==> src/rtl/rf_arb_pkg.sv <==
// Shared types and sizing for the register-file access arbiter.
package rf_arb_pkg;

  localparam int DEF_DATA_W = 32;
  localparam int DEF_ADDR_W = 5;
  localparam int NREGS      = 32;

  typedef enum logic {ST_INIT, ST_RUN} rf_arb_state_t;

  typedef enum logic {CL_A, CL_B} client_t;

  typedef struct packed {
    logic                  we;
    logic [DEF_ADDR_W-1:0] radd1;
    logic [DEF_ADDR_W-1:0] radd2;
    logic [DEF_ADDR_W-1:0] wadd;
    logic [DEF_DATA_W-1:0] wdata;
  } rf_req_t;

endpackage

==> src/rtl/rf_access_arbiter_rr_arbiter2.sv <==
// Two-way round-robin arbiter; the most recently accepted client loses the next tie.
module rr_arbiter2
  import rf_arb_pkg::*;
(
  input  logic       clk,
  input  logic       rst_n,
  input  logic [1:0] req_i,
  input  logic       accept_i,
  output logic [1:0] gnt_o
);

  client_t last_q, last_d;

  always_comb begin
    gnt_o = 2'b00;
    case (req_i)
      2'b01:   gnt_o = 2'b01;
      2'b10:   gnt_o = 2'b10;
      2'b11:   gnt_o = (last_q == CL_B) ? 2'b01 : 2'b10;
      default: gnt_o = 2'b00;
    endcase
  end

  always_comb begin
    last_d = last_q;
    if (accept_i && gnt_o[0]) begin
      last_d = CL_A;
    end else if (accept_i && gnt_o[1]) begin
      last_d = CL_B;
    end
  end

  // B counts as last winner after reset so A takes the first tie
  always_ff @(posedge clk or negedge rst_n) begin
    if (!rst_n) begin
      last_q <= CL_B;
    end else begin
      last_q <= last_d;
    end
  end

endmodule

==> src/rtl/rf_access_arbiter.sv <==
// Shares a 1W/2R register file between two valid/ready clients after an
// optional post-reset sweep that zeroes every writable register.
module rf_access_arbiter
  import rf_arb_pkg::*;
#(
  parameter int DATA_W         = DEF_DATA_W,
  parameter int ADDR_W         = DEF_ADDR_W,
  parameter bit CLEAR_ON_RESET = 1'b1
) (
  input  logic              clk,
  input  logic              rst_n,
  input  logic              a_valid,
  input  logic              b_valid,
  output logic              a_ready,
  output logic              b_ready,
  input  logic              a_we,
  input  logic              b_we,
  input  logic [ADDR_W-1:0] a_radd1,
  input  logic [ADDR_W-1:0] a_radd2,
  input  logic [ADDR_W-1:0] b_radd1,
  input  logic [ADDR_W-1:0] b_radd2,
  input  logic [ADDR_W-1:0] a_wadd,
  input  logic [ADDR_W-1:0] b_wadd,
  input  logic [DATA_W-1:0] a_wdata,
  input  logic [DATA_W-1:0] b_wdata,
  output logic              a_rsp_valid,
  output logic              b_rsp_valid,
  output logic [DATA_W-1:0] rsp_rdata1,
  output logic [DATA_W-1:0] rsp_rdata2,
  output logic              init_done,
  output logic              rf_rfwrite,
  output logic [ADDR_W-1:0] rf_radd1,
  output logic [ADDR_W-1:0] rf_radd2,
  output logic [ADDR_W-1:0] rf_wadd,
  output logic [DATA_W-1:0] rf_wdata,
  input  logic [DATA_W-1:0] rf_rdata1,
  input  logic [DATA_W-1:0] rf_rdata2
);

  localparam logic [ADDR_W-1:0] CNT_LAST = ADDR_W'(NREGS - 1);

  rf_arb_state_t     state_q, state_d;
  logic [ADDR_W-1:0] cnt_q, cnt_d;
  logic              init_done_q;
  logic              a_rsp_q, b_rsp_q;
  logic [DATA_W-1:0] rdata1_q, rdata2_q;

  logic              run;
  logic [1:0]        gnt;
  logic              xfer;
  rf_req_t           req_a, req_b, sel;

  assign req_a = {a_we, a_radd1, a_radd2, a_wadd, a_wdata};
  assign req_b = {b_we, b_radd1, b_radd2, b_wadd, b_wdata};

  // Gating with rst_n keeps every combinational output low while reset is held
  assign run  = rst_n && (state_q == ST_RUN);
  assign xfer = a_ready | b_ready;

  rr_arbiter2 u_rr (
    .clk      (clk),
    .rst_n    (rst_n),
    .req_i    ({b_valid & run, a_valid & run}),
    .accept_i (xfer),
    .gnt_o    (gnt)
  );

  always_ff @(posedge clk or negedge rst_n) begin
    if (!rst_n) begin
      if (CLEAR_ON_RESET) begin
        state_q <= ST_INIT;
      end else begin
        state_q <= ST_RUN;
      end
      cnt_q       <= ADDR_W'(1);
      init_done_q <= 1'b0;
    end else begin
      state_q     <= state_d;
      cnt_q       <= cnt_d;
      init_done_q <= (state_d == ST_RUN);
    end
  end

  always_comb begin
    state_d = state_q;
    cnt_d   = cnt_q;
    if (state_q == ST_INIT) begin
      if (cnt_q == CNT_LAST) begin
        state_d = ST_RUN;
      end else begin
        cnt_d = cnt_q + ADDR_W'(1);
      end
    end
  end

  always_comb begin
    a_ready    = 1'b0;
    b_ready    = 1'b0;
    rf_rfwrite = 1'b0;
    rf_radd1   = '0;
    rf_radd2   = '0;
    rf_wadd    = '0;
    rf_wdata   = '0;
    sel        = '0;
    if (rst_n) begin
      if (state_q == ST_INIT) begin
        rf_rfwrite = 1'b1;
        rf_wadd    = cnt_q;
      end else begin
        a_ready = gnt[0];
        b_ready = gnt[1];
        if (gnt[0]) begin
          sel = req_a;
        end else if (gnt[1]) begin
          sel = req_b;
        end
        // x0 is read-only: the transfer completes but the write is dropped
        rf_rfwrite = sel.we && (sel.wadd != '0);
        rf_radd1   = sel.radd1;
        rf_radd2   = sel.radd2;
        rf_wadd    = sel.wadd;
        rf_wdata   = sel.wdata;
      end
    end
  end

  always_ff @(posedge clk or negedge rst_n) begin
    if (!rst_n) begin
      a_rsp_q  <= 1'b0;
      b_rsp_q  <= 1'b0;
      rdata1_q <= '0;
      rdata2_q <= '0;
    end else begin
      a_rsp_q <= a_ready;
      b_rsp_q <= b_ready;
      if (xfer) begin
        rdata1_q <= rf_rdata1;
        rdata2_q <= rf_rdata2;
      end
    end
  end

  assign a_rsp_valid = a_rsp_q;
  assign b_rsp_valid = b_rsp_q;
  assign rsp_rdata1  = rdata1_q;
  assign rsp_rdata2  = rdata2_q;
  assign init_done   = init_done_q;

endmodule

==> config.mk <==
export PLATFORM = sky130hd
export DESIGN_NAME = rf_access_arbiter
export DESIGN_NICKNAME = d
export VERILOG_FILES = /design/src/rtl/rf_arb_pkg.sv /design/src/rtl/rf_access_arbiter_rr_arbiter2.sv /design/src/rtl/rf_access_arbiter.sv
export SDC_FILE = /design/constraint.sdc
export NUM_CORES = 1
export LEC_CHECK = 0
export ABC_CLOCK_PERIOD_IN_PS = 2100
export BUFFER_PORTS_ARGS = -buffer_cell sky130_fd_sc_hd__buf_2
export CAP_MARGIN = 20
export CORE_AREA = 2 2 110 112
export DETAILED_ROUTE_END_ITERATION = 10
export DIE_AREA = 0 0 112 114
export PLACE_DENSITY = 0.69
export SLEW_MARGIN = 20
export SYNTH_ARGS = -nofsm -noshare
export SYNTH_HDL_FRONTEND = slang
export SYNTH_HIERARCHICAL = 1
export SYNTH_SLANG_ARGS = --single-unit
==> constraint.sdc <==
create_clock -name clk -period 2.1 [get_ports clk]
set_input_delay 0.105 -clock clk [delete_from_list [all_inputs] [get_ports clk]]
set_output_delay 0.105 -clock clk [all_outputs]
set_load 0.02 [all_outputs]
-- Word level (Yosys, flattened, before mapping)
Cells that the tools add are included.
- bits in registers: 73
- latch bits: 0
- bits in writable memories: 0
- ROM bits: 0
- bits of input ports: 164
- output and inout port bits: 117
- word-level logic and storage cells: 48
- memories kept: 0
- add/sub/neg operators: 1
- multiply operators: 0
- div/mod/pow operators: 0
- magnitude comparators: 0
- eq/ne operators: 4
- shift operators: 0
- mux-type cells: 24
- bitwise logic cells: 5
- reduce and logical (&&, ||, !) cells: 7
- operators with widths (operator ; count):
    $mux 48 ; 4
    $mux 32 ; 2
    $mux 5 ; 6
    $mux 1 ; 10
    $pmux 2 s3 ; 1
    $add 5x1->5 const B ; 1
    $eq 5x5->1 const B ; 1
    $reduce_bool 5->1 ; 1
    $eq 2x2->1 const B ; 2
    $logic_and 1x1->1 ; 4
    $and 1x1->1 ; 2
    $eq 2x1->1 const B ; 1
    $mux 2 ; 1
    $not 1->1 ; 2
    $reduce_and 2->1 ; 1
    $reduce_bool 2->1 ; 1
    $or 1x1->1 ; 1

-- Logic depth before layout (Yosys ltp)
Gate-level depths: netlist of the first run.
- depth after elaboration: 12
- depth in mapped cells: 9
- depth with buffers taken out: 6

-- By module
Netlist of the first run, hierarchy kept.
- modules (own cells, without submodules) (module ; times used ; cells an instance ; area an instance (um^2) ; sequential area each (um^2)):
    rf_access_arbiter ; 1 ; 239 ; 3533.4 ; 1803.0
    rr_arbiter2 ; 1 ; 6 ; 56.3 ; 26.3

-- Least setup slack after synthesis of the first run
Ideal clock, no wire load.
- path kind: reg2out
- start point: register init_done (netlist name)
- end point: output port rf_radd1[0]
- data arrival time: 2.194 ns
- data required time: 1.995 ns
- setup slack: -0.199 ns
- cell stages (with the launch flop): 9
- path buffers: 3
- cell sequence: dfrtp_1 buf_2 and3_1 a21boi_0 and3_1 and2b_1 buf_6 buf_6 a22o_1
- RTL lines (what ; RTL line ; text):
    end: declaration ; rf_access_arbiter.sv:32 ; output logic [ADDR_W-1:0] rf_radd1,

==> flow_summary.toml, run 1 <==
[setup_path]
timing.rr.end = "rsp_rdata1[4]"
rr_startpoint = "init_done"
critical_path.max_fanout = 10
worst_path_arrival_time_ps = 2050
timing.reg2reg.setup_slack_ps = 140
worstSetupPathType = "flip-flop to output pin"
crit_path_start_kind = "flip-flop"
timing.critical_path.to_type = "output pin"
timing.reg2reg.worst_path_depth = 8
required_ps = 2000

[sta]
timing_worst_slew_pin_value_ps = 830.0
period_needed_ps = 2151
maxSlewHeadroom = 0.4467
setup_viol_count_final = 16
hold_viol_final = 0
achievable-frequency_mhz = 464.8
clock_skew_ps = 8.171
fin_crit_sh = 1.024
setup_slack_ps = -51.44
tns_ps = -285.4
grt_setup_unrepaired = "yes"
maxSlewViolCount = 0

[clocking]
tritoncts = "built"
clkTransAtPathRegs_ps = 60
clock_latency_of_the_later_clocked_register_in_the_worst_skew_pair_ps = 330
clockRootBuffer = "sky130_fd_sc_hd__clkbuf_16"
cts.sinks = 73
cts_buffer_depth = 2
clock_tree.htree_level_count = 3
cts_made_buffers = 9

[floorplanning]
core.rowCount = 40
die_h_um = 114
start_util = 0.3065
die_area_um2 = 12770
dieWidth_um = 112
core_um2 = 11710
pin_count = 281

[logic_synthesis]
synth.ff_latch_count = 73
post_synth_inst_count = 245
synth_area_per_cell_um2 = 14.65
mappedNetlistArea_um2 = 3590
syn_nets = 411
cell_variety_after_synth = 30
synth_sequential_area_ratio = 0.5096
yosys.area.top_type_share = 0.4949
synth_area_leaders = "sky130_fd_sc_hd__dfrtp_1 (49%), sky130_fd_sc_hd__mux2_4 (20%), sky130_fd_sc_hd__a22o_1 (10%)"
synth_top_area_cell = "sky130_fd_sc_hd__dfrtp_1"
synth.yosys.warnings = 6

[pwr]
fin_total_pwr_mw = 5.148
p_leak_nw = 3.314
powerDensity_nw_per_um2 = 818.3
vdd.ir_drop.worst_uv = 582.4

[routing]
wl_per_cell_um = 18.29
met2_wirelength_um = 7175
met1_length_um = 4649
ant_nets = 0
avgViaCountPerCell = 4.801
met3WireLength_um = 951
via_count = 3471
firstDrtPassIters = 4
routed_wirelength_um = 13230
drt_first_iter_violations = 142
maxUsedRoutingLayer = "met4"
drcViolationCount = 0

[place]
place.port_buffers = 280
gp_congestion = 0.8580
hpwl_after_dpl_um = 9445
placed_cell_area_um2 = 5169

[global_routing]
global_route.overflow_total = 0
first_pass_grt_wire_length_um = 18460
grt_antenna_before_repair = 1
global_route.usage.total = 0.1877
grt_pass1_vias = 3529
grt_start_max_net_pins = 67

[final_layout]
syn_to_final_growth_pct = 75.25
layout.cells.most_common_list = "sky130_fd_sc_hd__buf_2 (234), sky130_fd_sc_hd__dfrtp_1 (70), sky130_fd_sc_hd__mux2_4 (49)"
layout.cells.most_common = "sky130_fd_sc_hd__buf_2"
final_core_utilization = 0.5372
finish.instance_area_um2 = 6291
design.final.nets = 737
share_of_cells_above_drive_strength_1 = 0.6887

[flow_run]
max_cap_violations = 0

[min_path]
hold_path.class = "input port to flip-flop"
holdPathStages = 2
hold_path_startpoint = "rf_rdata1[7]"
timing.hold.worst_endpoint = "rsp_rdata1[7]"

[outcome]
status = "complete, but fails checks"
failed_checks = "setup timing"
-- layout make-up --
cell class | instances | area (µm²)
Antenna cell | 1 | 2.502
Fill cell | 991 | 5420
Clock buffer | 10 | 239.0
Clock inverter | 5 | 78.83
Inverter | 5 | 18.77
Timing Repair Buffer | 334 | 2297
Multi-Input combinational cell | 148 | 1640
Tap cell | 147 | 183.9
Sequential cell | 73 | 1831
-- power by group --
part	total, mW	switching, mW	leakage (nW)	internal [mW]
logic	1.69	0.835	2.31	0.856
registers	1.84	0.159	0.844	1.68
clock network	1.61	0.550	0.159	1.06
total	5.15	1.54	3.31	3.60
-- flip-flops by register name, indices dropped and copies added (netlist names) --
register     cells
init_done        1
rsp_rdata2      32
rsp_rdata1      32
b_rsp_valid      1
cnt_q            5
a_rsp_valid      1
u_rr/last_q      1
-- cells in the mapped netlist, drive strengths merged --
library cell  instances
xnor2                 2
nor2b                 1
nor3                  3
o21ai                 1
nand4                 1
a31oi                 1
dfrtp                71
and2b                 1
o41ai                 2
a221oi                3
and3                  5
xor2                  1
inv                   5
dfstp                 2
o211a                 2
nand3b                1
nor2                  5
a21boi                2
o211ai                1
a221o                 2
a22o                 42
a311oi                1
nand2                 2
ha                    2
mux2                 66
a21oi                 1
buf                  19
-- worst max path at each step --
stage	start	depth (start not counted)	to	slack, ps
2_1_floorplan	init_done	6	rf_wadd[3]	30
3_3_place_gp	init_done	6	rsp_rdata1[7]	130
3_5_place_dp	init_done	6	rsp_rdata1[15]	110
4_1_cts	init_done	7	rf_wdata[10]	-30
5_1_grt	init_done	7	rf_radd2[0]	-130
6_report	init_done	7	rf_radd2[0]	-50
-- per-stage QoR --
stage          hold WS (ps)  std cells  setup slack (ps)
2_1_floorplan        -190.6        245             34.98
3_3_place_gp         -90.47        664             133.5
3_5_place_dp         -84.79        664             106.3
4_1_cts            0.001082        712            -31.68
5_1_grt             -0.2766        723            -125.1
6_report              11.51        723            -51.44
-- repair_timing --
| action | CTS | global route |
|---|---|---|
| resized for setup | 46 | 52 |
| endpoints found under the hold margin | 32 | 5 |
| pin swaps | 7 | 3 |
| cloned | 1 | 3 |
| endpoints found under the setup margin | 47 | 83 |
| setup buffers | 6 | 2 |
| hold buffers | 26 | 5 |
-- kinds of logic after synthesis --
| logic type | synth area share |
|---|---|
| buf+inv | 0.05089 |
| simple gates | 0.02789 |
| compound gates | 0.1391 |
| mux | 0.2583 |
| xor+xnor | 0.007321 |
| fa+ha+maj | 0.006970 |
| flops | 0.5096 |
-- critical path: stages, from the launching register on --
cell,delay [ps]
sky130_fd_sc_hd__dfrtp_2,370
sky130_fd_sc_hd__and3_4,210
sky130_fd_sc_hd__a21boi_4,180
sky130_fd_sc_hd__and3_4,190
sky130_fd_sc_hd__and2b_4,260
sky130_fd_sc_hd__clkbuf_16,190
sky130_fd_sc_hd__a22o_1,180
sky130_fd_sc_hd__buf_6,140
-- routing by layer --
metal | vias up | global-route usage
met5 | - | 0
met4 | 0 | 0.06992
met3 | 32 | 0.05207
met2 | 185 | 0.3543
met1 | 1678 | 0.1997
li1 | 1576 | -
Note: power is estimated with default switching activity, not from simulation.
==> run 2, diff against run 1 <==
--- a/config.mk
+++ b/config.mk
@@ -8,12 +8,11 @@
 export ABC_CLOCK_PERIOD_IN_PS = 2100
 export BUFFER_PORTS_ARGS = -buffer_cell sky130_fd_sc_hd__buf_2
 export CAP_MARGIN = 20
-export CORE_AREA = 2 2 110 112
+export CORE_AREA = 2 2 109 111
 export DETAILED_ROUTE_END_ITERATION = 10
-export DIE_AREA = 0 0 112 114
+export DIE_AREA = 0 0 111 113
 export PLACE_DENSITY = 0.69
 export SLEW_MARGIN = 20
 export SYNTH_ARGS = -nofsm -noshare
 export SYNTH_HDL_FRONTEND = slang
-export SYNTH_HIERARCHICAL = 1
 export SYNTH_SLANG_ARGS = --single-unit
==> flow_summary.toml, run 2 <==
[routing]
drt_first_iter_violations = 322
routed_wirelength_um = 13290
ant_nets = 0
firstDrtPassIters = 4
drcViolationCount = 0
wl_per_cell_um = 15.33
avgViaCountPerCell = 4.742
via_count = 4111

[place]
place.port_buffers = 280
gp_congestion = 0.9200
hpwl_after_dpl_um = 9181

[sta]
clock_skew_ps = 5.735
setup_viol_count_final = 0
fin_crit_sh = 0.9500
timing.hold.ws_ps = 45.38
grt_setup_unrepaired = "no"
achievable-frequency_mhz = 501.2
timing_worst_slew_pin_value_ps = 783.1
maxSlewViolCount = 0
maxSlewHeadroom = 0.4780
tns_ps = 0
period_needed_ps = 1995
hold_viol_final = 0

[logic_synthesis]
post_synth_inst_count = 384
synth_area_leaders = "sky130_fd_sc_hd__dfrtp_1 (50%), sky130_fd_sc_hd__nand2_1 (21%), sky130_fd_sc_hd__o221a_2 (12%)"
most_common_flop_cell_mapped_by_yosys = "sky130_fd_sc_hd__dfrtp_1"
synth_sequential_area_ratio = 0.5195
cell_variety_after_synth = 30
synth_area_per_cell_um2 = 9.169
synth_async_sr_flop_share = 1.000
synthMostInstantiatedCell = "sky130_fd_sc_hd__nand2_1"
synth.ff_latch_count = 73
yosys.area.top_type_share = 0.5046
synth.yosys.warnings = 0
mappedNetlistArea_um2 = 3521
synth_top_area_cell = "sky130_fd_sc_hd__dfrtp_1"
synth.top_cells.by_count = "sky130_fd_sc_hd__nand2_1 (201), sky130_fd_sc_hd__dfrtp_1 (71), sky130_fd_sc_hd__o221a_2 (39), sky130_fd_sc_hd__buf_2 (16)"
synth-edff-count = 0
syn_nets = 550

[setup_path]
worstSetupPathType = "flip-flop to output pin"
crit_path_max_delay_cell_type = "sky130_fd_sc_hd__o211a_4"
cp_cell_sequence = "o211a_4, o221a_2, buf_2"
critical_path.max_fanout = 54
required_ps = 2000
critPathTopFamily = "compound AO/OA/AOI/OAI gates"
critical-path-max-stage-delay_ps = 610
path_buf_inv = 1
crit_path_start_kind = "flip-flop"
worst_path_arrival_time_ps = 1890
timing.critical_path.to_type = "output pin"

[global_routing]
global_route.usage.total = 0.2061
grtUsageMet2 = 0.3898
grt_pass1_vias = 4224
grt_util_met3 = 0.05356
grt_start_max_net_pins = 65
global_route.overflow_total = 0
first_pass_grt_wire_length_um = 20870
grt_antenna_before_repair = 0
grtUsageMet1 = 0.2223
grt_most_used_layer = "met2"

[clocking]
cts.sinks = 73
clock_tree.htree_level_count = 3
clock_latency_of_the_later_clocked_register_in_the_worst_skew_pair_ps = 320
post_cts_buffers = 0
clockRootBuffer = "sky130_fd_sc_hd__clkbuf_16"
tritoncts = "built"
cts_buffer_depth = 2
clkTransAtPathRegs_ps = 60
cts_made_buffers = 9

[outcome]
status = "completed"

[final_layout]
design.final.nets = 885
multiInputGateArea_um2 = 1545
insertedDiodeCount = 0
layout.cells.most_common_list = "sky130_fd_sc_hd__buf_2 (278), sky130_fd_sc_hd__nand2_1 (201), sky130_fd_sc_hd__dfrtp_1 (70)"
syn_to_final_growth_pct = 70.68
share_of_cells_above_drive_strength_1 = 0.4862
nFillCells = 1042
layout.cells.most_common = "sky130_fd_sc_hd__buf_2"
register_area_um2 = 1831

[floorplanning]
die_h_um = 113
die_area_um2 = 12540
start_util = 0.3124
dieWidth_um = 111
core_um2 = 11270
core.rowCount = 39
pin_count = 281

[min_path]
hold_path.class = "input port to async pin"

[pwr]
powerDensity_nw_per_um2 = 728.5
vdd.ir_drop.worst_uv = 663.0
p_leak_nw = 3.350

[flow_run]
max_cap_violations = 0
-- run 2: cell types whose count changed after synthesis, sizes merged, moves of 4 or more --
cell	previous run	this run
mux2i	0	6
inv	5	1
o21ai	1	6
nand3	0	4
o221a	0	42
nand2	2	201
a22o	42	0
and3	5	1
mux2	66	2
clkbuf	0	6
buf	19	23
-- run 2: through the flow --
stage	utilization	power, mW	std cells	setup slack (ps)	area [µm²]
6_report	0.5331	4.378	867	104.9	6010
2_1_floorplan	-	2.268	384	433.1	3521
3_3_place_gp	0.4459	2.722	786	367.7	5026
3_5_place_dp	0.4459	2.742	786	301.1	5026
4_1_cts	0.5311	4.407	867	43.81	5987
5_1_grt	0.5331	4.596	867	14.32	6010
-- run 2: layer usage --
layer / wire, µm / part of all wire / vias to the layer above
met2: 7129 / 0.54 / 183
met4: 359 / 0.027 / 0
met5: 0 / 0 / -
met1: 4920 / 0.37 / 1936
met3: 882 / 0.066 / 30
li1: - / - / 1962
-- run 2: path summary, 6_finish.rpt --
check / from / to / slack [ps] / depth (start not counted)
worst max-delay path: init_done / rf_wdata[31] / 100 / 3
worst min-delay path: rst_n / rsp_rdata1[21] / 50 / 2
worst max register to register: cnt_q[1] / cnt_q[1] / 290 / 5
worst min register to register: rsp_rdata2[23] / rsp_rdata2[23] / 470 / 2
max in group asynchronous: rst_n / u_rr.last_q / 1400 / 2
min in group clk: rst_n / u_rr.last_q / 130 / 3
-- run 2: timing repair --
action | 4_1_cts | 5_1_grt
resized for setup | 2 | 5
hold buffers | 65 | 0
pin swaps | 1 | 0
endpoints found under the hold margin | 73 | 0
setup endpoints to repair | 15 | 34
-- run 2: layout make-up --
cell class	instances	share of cell area
Multi-Input combinational cell	281	0.2571
Clock buffer	11	0.04039
Tap cell	143	0.02977
Sequential cell	73	0.3046
Clock inverter	5	0.01041
Timing Repair Buffer	353	0.3571
Inverter	1	0.0006246
-- run 2: cells by family (layout without fill, tap and decap cells) --
kind of cell             count (synthesis)  after routing  share of synthesized area
AND/OR/NAND/NOR                        215            215                     0.2399
flip-flops                              73             73                     0.5195
AO/OA/AOI/OAI                           53             53                     0.1542
buffers and inverters                   30            370                    0.04833
multiplexers                             8              8                    0.02345
XOR/XNOR                                 3              3                   0.007464
adder cells (fa/ha/maj)                  2              2                   0.007106
-- run 2: power breakdown --
group | leakage, nW | total (mW) | internal [mW] | switching [mW]
clock network | 0.142 | 1.55 | 0.959 | 0.586
logic | 2.33 | 1.19 | 0.490 | 0.698
registers | 0.876 | 1.64 | 1.56 | 0.0836
